==> src/rtl/oh_gpio_pkg.sv <==
// rtl/oh_gpio_pkg.sv - register offsets and width constants for the GPIO bank controller
package oh_gpio_pkg;

   localparam int REG_AW = 8;
   localparam int REG_DW = 32;

   localparam logic [REG_AW-1:0] GPIO_DOUT       = 8'h00;
   localparam logic [REG_AW-1:0] GPIO_OEN        = 8'h04;
   localparam logic [REG_AW-1:0] GPIO_IE         = 8'h08;
   localparam logic [REG_AW-1:0] GPIO_DIN        = 8'h0C;
   localparam logic [REG_AW-1:0] GPIO_IRQ_EN     = 8'h10;
   localparam logic [REG_AW-1:0] GPIO_IRQ_POL    = 8'h14;
   localparam logic [REG_AW-1:0] GPIO_IRQ_STATUS = 8'h18;
   localparam logic [REG_AW-1:0] GPIO_DOUT_SET   = 8'h1C;
   localparam logic [REG_AW-1:0] GPIO_DOUT_CLR   = 8'h20;
   localparam logic [REG_AW-1:0] GPIO_CFG_BASE   = 8'h40;

   function automatic logic [REG_AW-1:0] cfg_addr(input int k);
      return GPIO_CFG_BASE + REG_AW'(4 * k);
   endfunction

endpackage

==> src/rtl/oh_dsync.sv <==
// rtl/oh_dsync.sv - SYNC-deep synchronizer, W bits wide
module oh_dsync #(
   parameter int W    = 1,
   parameter int SYNC = 2
) (
   input  logic         clk,
   input  logic         nreset,
   input  logic [W-1:0] din,
   output logic [W-1:0] dout
);

   logic [SYNC-1:0][W-1:0] sync_q, sync_d;

   always_comb begin
      sync_d    = sync_q;
      sync_d[0] = din;
      for (int i = 1; i < SYNC; i++) sync_d[i] = sync_q[i-1];
   end

   always_ff @(posedge clk or negedge nreset) begin
      if (!nreset) sync_q <= '0;
      else         sync_q <= sync_d;
   end

   assign dout = sync_q[SYNC-1];

endmodule

==> src/rtl/oh_gpio_ctrl.sv <==
// rtl/oh_gpio_ctrl.sv - GPIO bank controller: register file, din sync, edge detect, irq
module oh_gpio_ctrl
   import oh_gpio_pkg::*;
#(
   parameter int N    = 8,
   parameter int CFGW = 8,
   parameter int SYNC = 2
) (
   input  logic                clk,
   input  logic                nreset,
   input  logic                reg_access,
   input  logic                reg_write,
   input  logic [REG_AW-1:0]   reg_addr,
   input  logic [REG_DW-1:0]   reg_wdata,
   output logic [REG_DW-1:0]   reg_rdata,
   output logic                reg_rvalid,
   input  logic [N-1:0]        gpio_din,
   output logic [N-1:0]        gpio_dout,
   output logic [N-1:0]        gpio_oen,
   output logic [N-1:0]        gpio_ie,
   output logic [N*CFGW-1:0]   gpio_cfg,
   output logic                irq
);

   logic [N-1:0]           dout_q, dout_d, oen_q, oen_d, ie_q, ie_d, ie_prev_q;
   logic [N-1:0]           irq_en_q, irq_en_d, irq_pol_q, irq_pol_d;
   logic [N-1:0]           status_q, status_d, prev_q;
   logic [N-1:0][CFGW-1:0] cfg_q, cfg_d;
   logic [REG_DW-1:0]      rdata_q, rdata_d, rdata_mux;
   logic                   rvalid_q, rvalid_d, irq_q, irq_d;
   logic [N-1:0]           sync_out, din_s, evt, w1c, wdata_n;
   logic                   wr, rd;
   logic                   unused_wdata;

   assign unused_wdata = ^reg_wdata;

   oh_dsync #(.W(N), .SYNC(SYNC)) u_dsync (
      .clk    (clk),
      .nreset (nreset),
      .din    (gpio_din),
      .dout   (sync_out)
   );

   assign din_s = sync_out & ie_q;

   // ie_prev_q gates out the edge that enabling/disabling the input itself would fake
   assign evt = ((irq_pol_q & din_s & ~prev_q) | (~irq_pol_q & ~din_s & prev_q))
                & ie_q & ie_prev_q;

   assign wr      = reg_access & reg_write;
   assign rd      = reg_access & ~reg_write;
   assign wdata_n = reg_wdata[N-1:0];

   always_comb begin
      dout_d    = dout_q;
      oen_d     = oen_q;
      ie_d      = ie_q;
      irq_en_d  = irq_en_q;
      irq_pol_d = irq_pol_q;
      cfg_d     = cfg_q;
      w1c       = '0;
      if (wr) begin
         case (reg_addr)
            GPIO_DOUT:       dout_d    = wdata_n;
            GPIO_OEN:        oen_d     = wdata_n;
            GPIO_IE:         ie_d      = wdata_n;
            GPIO_IRQ_EN:     irq_en_d  = wdata_n;
            GPIO_IRQ_POL:    irq_pol_d = wdata_n;
            GPIO_IRQ_STATUS: w1c       = wdata_n;
            GPIO_DOUT_SET:   dout_d    = dout_q | wdata_n;
            GPIO_DOUT_CLR:   dout_d    = dout_q & ~wdata_n;
            default:         ;
         endcase
         for (int k = 0; k < N; k++)
            if (reg_addr == cfg_addr(k)) cfg_d[k] = reg_wdata[CFGW-1:0];
      end
      // a new event on a bit being cleared keeps that bit set
      status_d = (status_q & ~w1c) | evt;
      irq_d    = |(status_q & irq_en_q);
   end

   always_comb begin
      rdata_mux = '0;
      case (reg_addr)
         GPIO_DOUT:       rdata_mux[N-1:0] = dout_q;
         GPIO_OEN:        rdata_mux[N-1:0] = oen_q;
         GPIO_IE:         rdata_mux[N-1:0] = ie_q;
         GPIO_DIN:        rdata_mux[N-1:0] = din_s;
         GPIO_IRQ_EN:     rdata_mux[N-1:0] = irq_en_q;
         GPIO_IRQ_POL:    rdata_mux[N-1:0] = irq_pol_q;
         GPIO_IRQ_STATUS: rdata_mux[N-1:0] = status_q;
         default:         ;
      endcase
      for (int k = 0; k < N; k++)
         if (reg_addr == cfg_addr(k)) rdata_mux[CFGW-1:0] = cfg_q[k];
      rdata_d  = rd ? rdata_mux : rdata_q;
      rvalid_d = rd;
   end

   always_ff @(posedge clk or negedge nreset) begin
      if (!nreset) begin
         dout_q    <= '0;
         oen_q     <= '1;
         ie_q      <= '0;
         ie_prev_q <= '0;
         irq_en_q  <= '0;
         irq_pol_q <= '0;
         status_q  <= '0;
         prev_q    <= '0;
         cfg_q     <= '0;
         rdata_q   <= '0;
         rvalid_q  <= 1'b0;
         irq_q     <= 1'b0;
      end else begin
         dout_q    <= dout_d;
         oen_q     <= oen_d;
         ie_q      <= ie_d;
         ie_prev_q <= ie_q;
         irq_en_q  <= irq_en_d;
         irq_pol_q <= irq_pol_d;
         status_q  <= status_d;
         prev_q    <= din_s;
         cfg_q     <= cfg_d;
         rdata_q   <= rdata_d;
         rvalid_q  <= rvalid_d;
         irq_q     <= irq_d;
      end
   end

   assign gpio_dout  = dout_q;
   assign gpio_oen   = oen_q;
   assign gpio_ie    = ie_q;
   assign gpio_cfg   = cfg_q;
   assign reg_rdata  = rdata_q;
   assign reg_rvalid = rvalid_q;
   assign irq        = irq_q;

endmodule
==> config.mk <==
export PLATFORM = sky130hd
export DESIGN_NAME = oh_gpio_ctrl
export DESIGN_NICKNAME = d
export VERILOG_FILES = /design/src/rtl/oh_gpio_pkg.sv /design/src/rtl/oh_dsync.sv /design/src/rtl/oh_gpio_ctrl.sv
export SDC_FILE = /design/constraint.sdc
export NUM_CORES = 1
export LEC_CHECK = 0
export ABC_AREA = 1
export BUFFER_PORTS_ARGS = -buffer_cell sky130_fd_sc_hd__buf_2
export CAP_MARGIN = 0
export CORE_MARGIN = 2
export CORE_UTILIZATION = 50
export CTS_CLUSTER_SIZE = 20
export DETAILED_ROUTE_END_ITERATION = 10
export PLACE_DENSITY_LB_ADDON = 0.25
export SLEW_MARGIN = 25
export SYNTH_ARGS = -nofsm -noshare
export SYNTH_HDL_FRONTEND = slang
export SYNTH_SLANG_ARGS = --single-unit
==> constraint.sdc <==
create_clock -name clk -period 2.56 [get_ports clk]
set_input_delay 0.256 -clock clk [delete_from_list [all_inputs] [get_ports clk]]
set_output_delay 0.256 -clock clk [all_outputs]
set_load 0.1 [all_outputs]
; ---- Yosys cells after proc, flatten, opt, wreduce, memory -nomap -nowiden
; Cells that the tools add are included.
; Widths: inputs -> output; s select.
[totals]
reg_bits = 154
input_bits = 52
output_inout_bits = 122
elab_cells = 86
[classes]
n_eq_ne = 16
mux = 12
bitwise = 21
reduce_logical = 16
[ops]
columns = cell, count
row1 = $and 8x8->8, 10
row2 = $mux 8, 10
row3 = $eq 8x7->1 const B, 8
row4 = $pmux 8 s7, 1
row5 = $not 8->8, 5
row6 = $eq 8x5->1 const B, 4
row7 = $reduce_and 2->1, 13
row8 = $or 8x8->8, 3
row9 = $pmux 8 s3, 1
row10 = $eq 8x4->1 const B, 2
row11 = $eq 8x3->1 const B, 1
row12 = $eq 8x6->1 const B, 1
row13 = $logic_not 8->1, 1
row14 = $reduce_or 8->1, 1
row15 = $reduce_bool 3->1, 1
row16 = $and 1x1->1, 2
row17 = $not 1->1, 1

; ---- Logic depth before layout (Yosys ltp)
[logic_depth]
word_depth = 10
depth_mapped = 15
ltp_nobuf = 15

; ---- By module
; Synthesis repeated with hierarchy kept, for this count alone.
[hier_totals]
hier_cells = 845
hier_area_um2 = 7103.1
[by_module_without_submodules]
columns = module, n_inst, cells_each, area_per_inst_um2, seq_area_each_um2
row1 = oh_gpio_ctrl, 1, 829, 6702.7, 3463.3
row2 = oh_dsync, 1, 16, 400.4, 400.4

; ---- Worst setup path before layout
; Ideal clock, no wire load.
[synth_timing]
path_kind = flip-flop to flip-flop
from = register ie_q[6] (netlist: gpio_ie[6])
to = register rdata_q[6] (netlist: reg_rdata[6])
setup_ps = 68
t_arrival_ps = 1736
required_ps = 2492
setup_slack_ps = 757
path_stages_with_launch = 13
n_path_buf = 0
period_less_slack_ps = 1803
cell_sequence = dfrtp_1 nand2_1 inv_1 nand3_1 nand2_1 nor2_1 nand3_1 nand2_1 nand2_1 nand2_1 nand4_1 nand2_1 nand2_1
[synth_between]
elab_chain_cells = 10
[synth_rtl]
columns = element, line_no
row1 = start: declaration, oh_gpio_ctrl.sv:25  ; logic [N-1:0] dout_q, dout_d, oen_q, oen_d, ie_q, ie_d, ie_prev_q;
row2 = start signal: assignment, oh_gpio_ctrl.sv:117  ; ie_q <= ie_d;
row3 = $and 8x8->8, oh_gpio_ctrl.sv:44  ; assign din_s = sync_out & ie_q;
row4 = via din_s[6], oh_gpio_ctrl.sv:31  ; logic [N-1:0] sync_out, din_s, evt, w1c, wdata_n;
row5 = $pmux 8 s7, oh_gpio_ctrl.sv:84  ; case (reg_addr)
row6 = $mux 8 (8 in series), oh_gpio_ctrl.sv:95  ; if (reg_addr == cfg_addr(k)) rdata_mux[CFGW-1:0] = cfg_q[k];
row7 = end signal: assignment, oh_gpio_ctrl.sv:124  ; rdata_q <= rdata_d;
row8 = end: declaration, oh_gpio_ctrl.sv:29  ; logic [REG_DW-1:0] rdata_q, rdata_d, rdata_mux;
; The timed path passes the listed nets, and every way through them passes these cells.
; A chain may end at the register's enable or synchronous reset.

; ---- Worst setup path in the final report
[layout_timing]
from = register ie_q[2] (netlist: gpio_ie[2])
to = register rdata_q[2] (netlist: reg_rdata[2])
[layout_between]
elab_chain_cells = 10
[layout_rtl]
columns = element, line_no
row1 = $and 8x8->8, oh_gpio_ctrl.sv:44
row2 = $pmux 8 s7 *, oh_gpio_ctrl.sv:84
row3 = $mux 8 * (8 in series), oh_gpio_ctrl.sv:95
; Mark *: on every way between the ends. The rest lies on a longest branch, timed or not.

==> results.md <==
* IO Count at 174
* Setup bufs post-CTS at 0
* CP Capture Type: flip-flop
* Comb power frac at 14.8%
* TritonRoute pass-1 iters at 6
* Hold Fails Final Rpt at 0
* Reg2reg setup slack at between 800 and 900 ps
* Drt drc at 0
* Rel. slew slack at roughly 56%
* Hold endpoint: gpio_dout[4]
* Setup TNS at 0 ps
* Via count at 6039
* Worst hold margin at 131.0 ps
* Detailed-route wire length per cell at approximately 17 µm
* Cells on Worst Hold Path at 3
* Overall routing resource usage at a little over a quarter
* GP Congestion at 0.8886
* Worst setup SP type: flip-flop
* Final Instance Area at 8496 µm²
* Met1 Use GR at about 40%
* CTS root buf: clkbuf_16
* Clock power frac at 43.3%
* Leakage at 4.327 nW
* Worst slew pin tran at 662.0 ps
* P&R area growth vs syn at 20.39%
* Pint at 4.320 mW
* Die width at roughly 120 µm
* Most used routing layer: met2
* Syn Inst Count at 827
* CTS buffer count at 17
* Finish-stage setup viols at 0
* Synth warn at 0
* DR iter-0 viols at 575
* CP Class: flip-flop to flip-flop
* Total core area at 13830 µm²
* CP max-delay cell: dfrtp_1
* CTS tree: built
* Net Sw Frac at 30.06%
* DP Wirelength at 13100 µm
* CP cell instances: nand2_1, nand2_1, nor2_1, nand3_1, nand2_1, nand3_1, nor2_1, nand3_1, nand2_1, nand2_1
* Final wirelength at 19310 µm
* Power Density at between 700 and 800 nW/µm²
* Maximum vdd drop at 0.4316 mV
* Crit share post-route at between 60% and 70%
* CP required at 2880 ps
* Unrepaired setup endpoints after global routing: no
* Area after DPL at roughly 7800 µm²
* Clock sink count at roughly 150
* CP max FO at 6
* Most common cell after layout, fill and taps aside: nand2_1
* RR Endpoint: reg_rdata[2]
* Syn_area_per_cell at 8.533 µm²
* Layout cell share with drive strength beyond 1 at 21.70%
* Max Cap Viol at 0
* FP Rows at 43
* Grt met2 use at 39.05%
* Die area at 15080 µm²
* H-tree depth at 4
* Vias in the first global route at 5521
* Synth top area share at 51.77%
* FF+latch count, synth at 154
* Clock Skew at between 7 and 8 ps
* Worst Hold Launch: reg_wdata[4]
* Worst Path Arrival at 2040 ps
* Sequential power share at 41.9%
* Vias per cell at 5.215
* Register area share after synthesis at 54.75%
* HP Class: input pin to flip-flop
* Clock transition at path regs at approximately 60 ps
* Most frequent cells in the layout: nand2_1, dfrtp_1, o21ai_0
* Initial Util at between 50% and 60%
* Max Slew Vio Count at 0
* Fill cells at around 1.2k
* Worst-skew pair later-pin latency at 430 ps
* Status: completed
* Post-layout nets at 1016
* M3 GR Usage at 7.249%
* Clock Path Buffers at 2
* Max Clock Freq at 583.0 MHz
* Antenna viol nets, final at 0
* Initial antenna violation count at 0
* Critical Path Most Common Cell: nand2_1
* P_sw at 1.857 mW
* Worst path max stage delay at 440 ps
* First-pass GRT wire length at about 30000 µm
* Die height at 122.8 µm
* Main area contributors after synthesis: dfrtp_1, nand2_1, o21ai_0
* R2r startpoint: gpio_ie[2]
* Final worst path period need at 1715 ps
* Netlist cell types at 38
* GRT overflow at 0
* Synthesized area at 7057 µm²
* Port Buffer Count at 125
* Largest net degree at the start of global routing at just under 70
* Post-synth top area cell: dfrtp_1
* Worst R2R Path Depth at 10
-- worst max-delay path, delay by kind of cell (launching register included) --
kind             cells  cell delay (ps)
and+or+nand+nor     10             1170
DFF                  1              440
-- cells in the mapped netlist, drive strengths merged --
cell type and n:
a21oi 31, a221oi 2, a22o 1, buf 35, clkbuf 15, clkinv 2
conb 1, dfrtp 146, dfstp 8, inv 78, nand2 239, nand3 57
nand4 2, nor2 60, nor3 3, nor4 1, o2111ai 1, o21ai 133
o22ai 1, o32ai 7, o41ai 1, or2 3
-- final cells by class --
cell class	count	area, µm²	area share [%]
tap	180	225.2	2.651
sequential	154	3864	45.48
antenna	1	2.502	0.02946
inverter	80	307.8	3.623
clock inverter	12	170.2	2.003
clock buffer	20	456.7	5.376
multi-input combinational	566	2653	31.22
timing repair buffer	145	817.0	9.617
-- flip-flops by register name, summed over array words and instances, names as in the netlist --
register,count
gpio_ie,8
irq_pol_q,8
gpio_cfg,64
irq_en_q,8
reg_rvalid,1
u_dsync.sync_d,8
prev_q,8
u_dsync.dout,8
status_q,8
reg_rdata,8
gpio_oen,8
gpio_dout,8
irq,1
ie_prev_q,8
-- per-layer routing --
metal | up-vias | wire length [µm]
li1 | 2915 | -
met1 | 2831 | 8793
met2 | 267 | 8573
met3 | 26 | 1552
met4 | 0 | 389
met5 | - | 0
-- power by group through the flow --
stage                     logic (mW)  clock network, mW  registers (mW)
after global routing           0.963               2.81            2.59
after floorplan                0.316                  0            3.04
after global placement         0.900                  0            2.63
after detailed placement       0.905                  0            2.63
final                          0.915               2.68            2.59
after CTS                      0.918               2.69            2.58
-- stage by stage --
stage | utilization, % | instances | setup slack [ps] | power, mW
after floorplan | - | 850 | 756.6 | 3.351
after global routing | 61.42 | 1157 | 717.5 | 6.368
final | 61.44 | 1158 | 844.9 | 6.176
after CTS | 61.42 | 1157 | 872.6 | 6.194
after detailed placement | 56.24 | 1116 | 492.0 | 3.532
after global placement | 56.24 | 1116 | 495.7 | 3.526
-- logic make-up after synthesis --
group           synth area share, %
compound gates                13.26
buf+inv                       8.883
flops                         54.75
other cells                 0.05314
simple gates                  23.05
-- how the worst max path moves through the flow --
stage / start / end / slack [ps] / cells past startpoint
floorplan: gpio_ie[6] / reg_rdata[6] / 760 / 12
global placement: reg_addr[1] / reg_rdata[1] / 500 / 14
detailed placement: reg_addr[1] / reg_rdata[1] / 490 / 14
CTS: gpio_oen[6] / gpio_oen[6] / 870 / 1
global route: reg_addr[2] / reg_rdata[7] / 720 / 14
finish: gpio_ie[2] / reg_rdata[2] / 840 / 10
-- timing repair --
action / 4_1_cts / 5_1_grt
endpoints found under the hold margin: 66 / 0
hold buffers: 9 / 0
resized for setup: 0 / 0
Note: power is estimated with default switching activity, not from simulation.
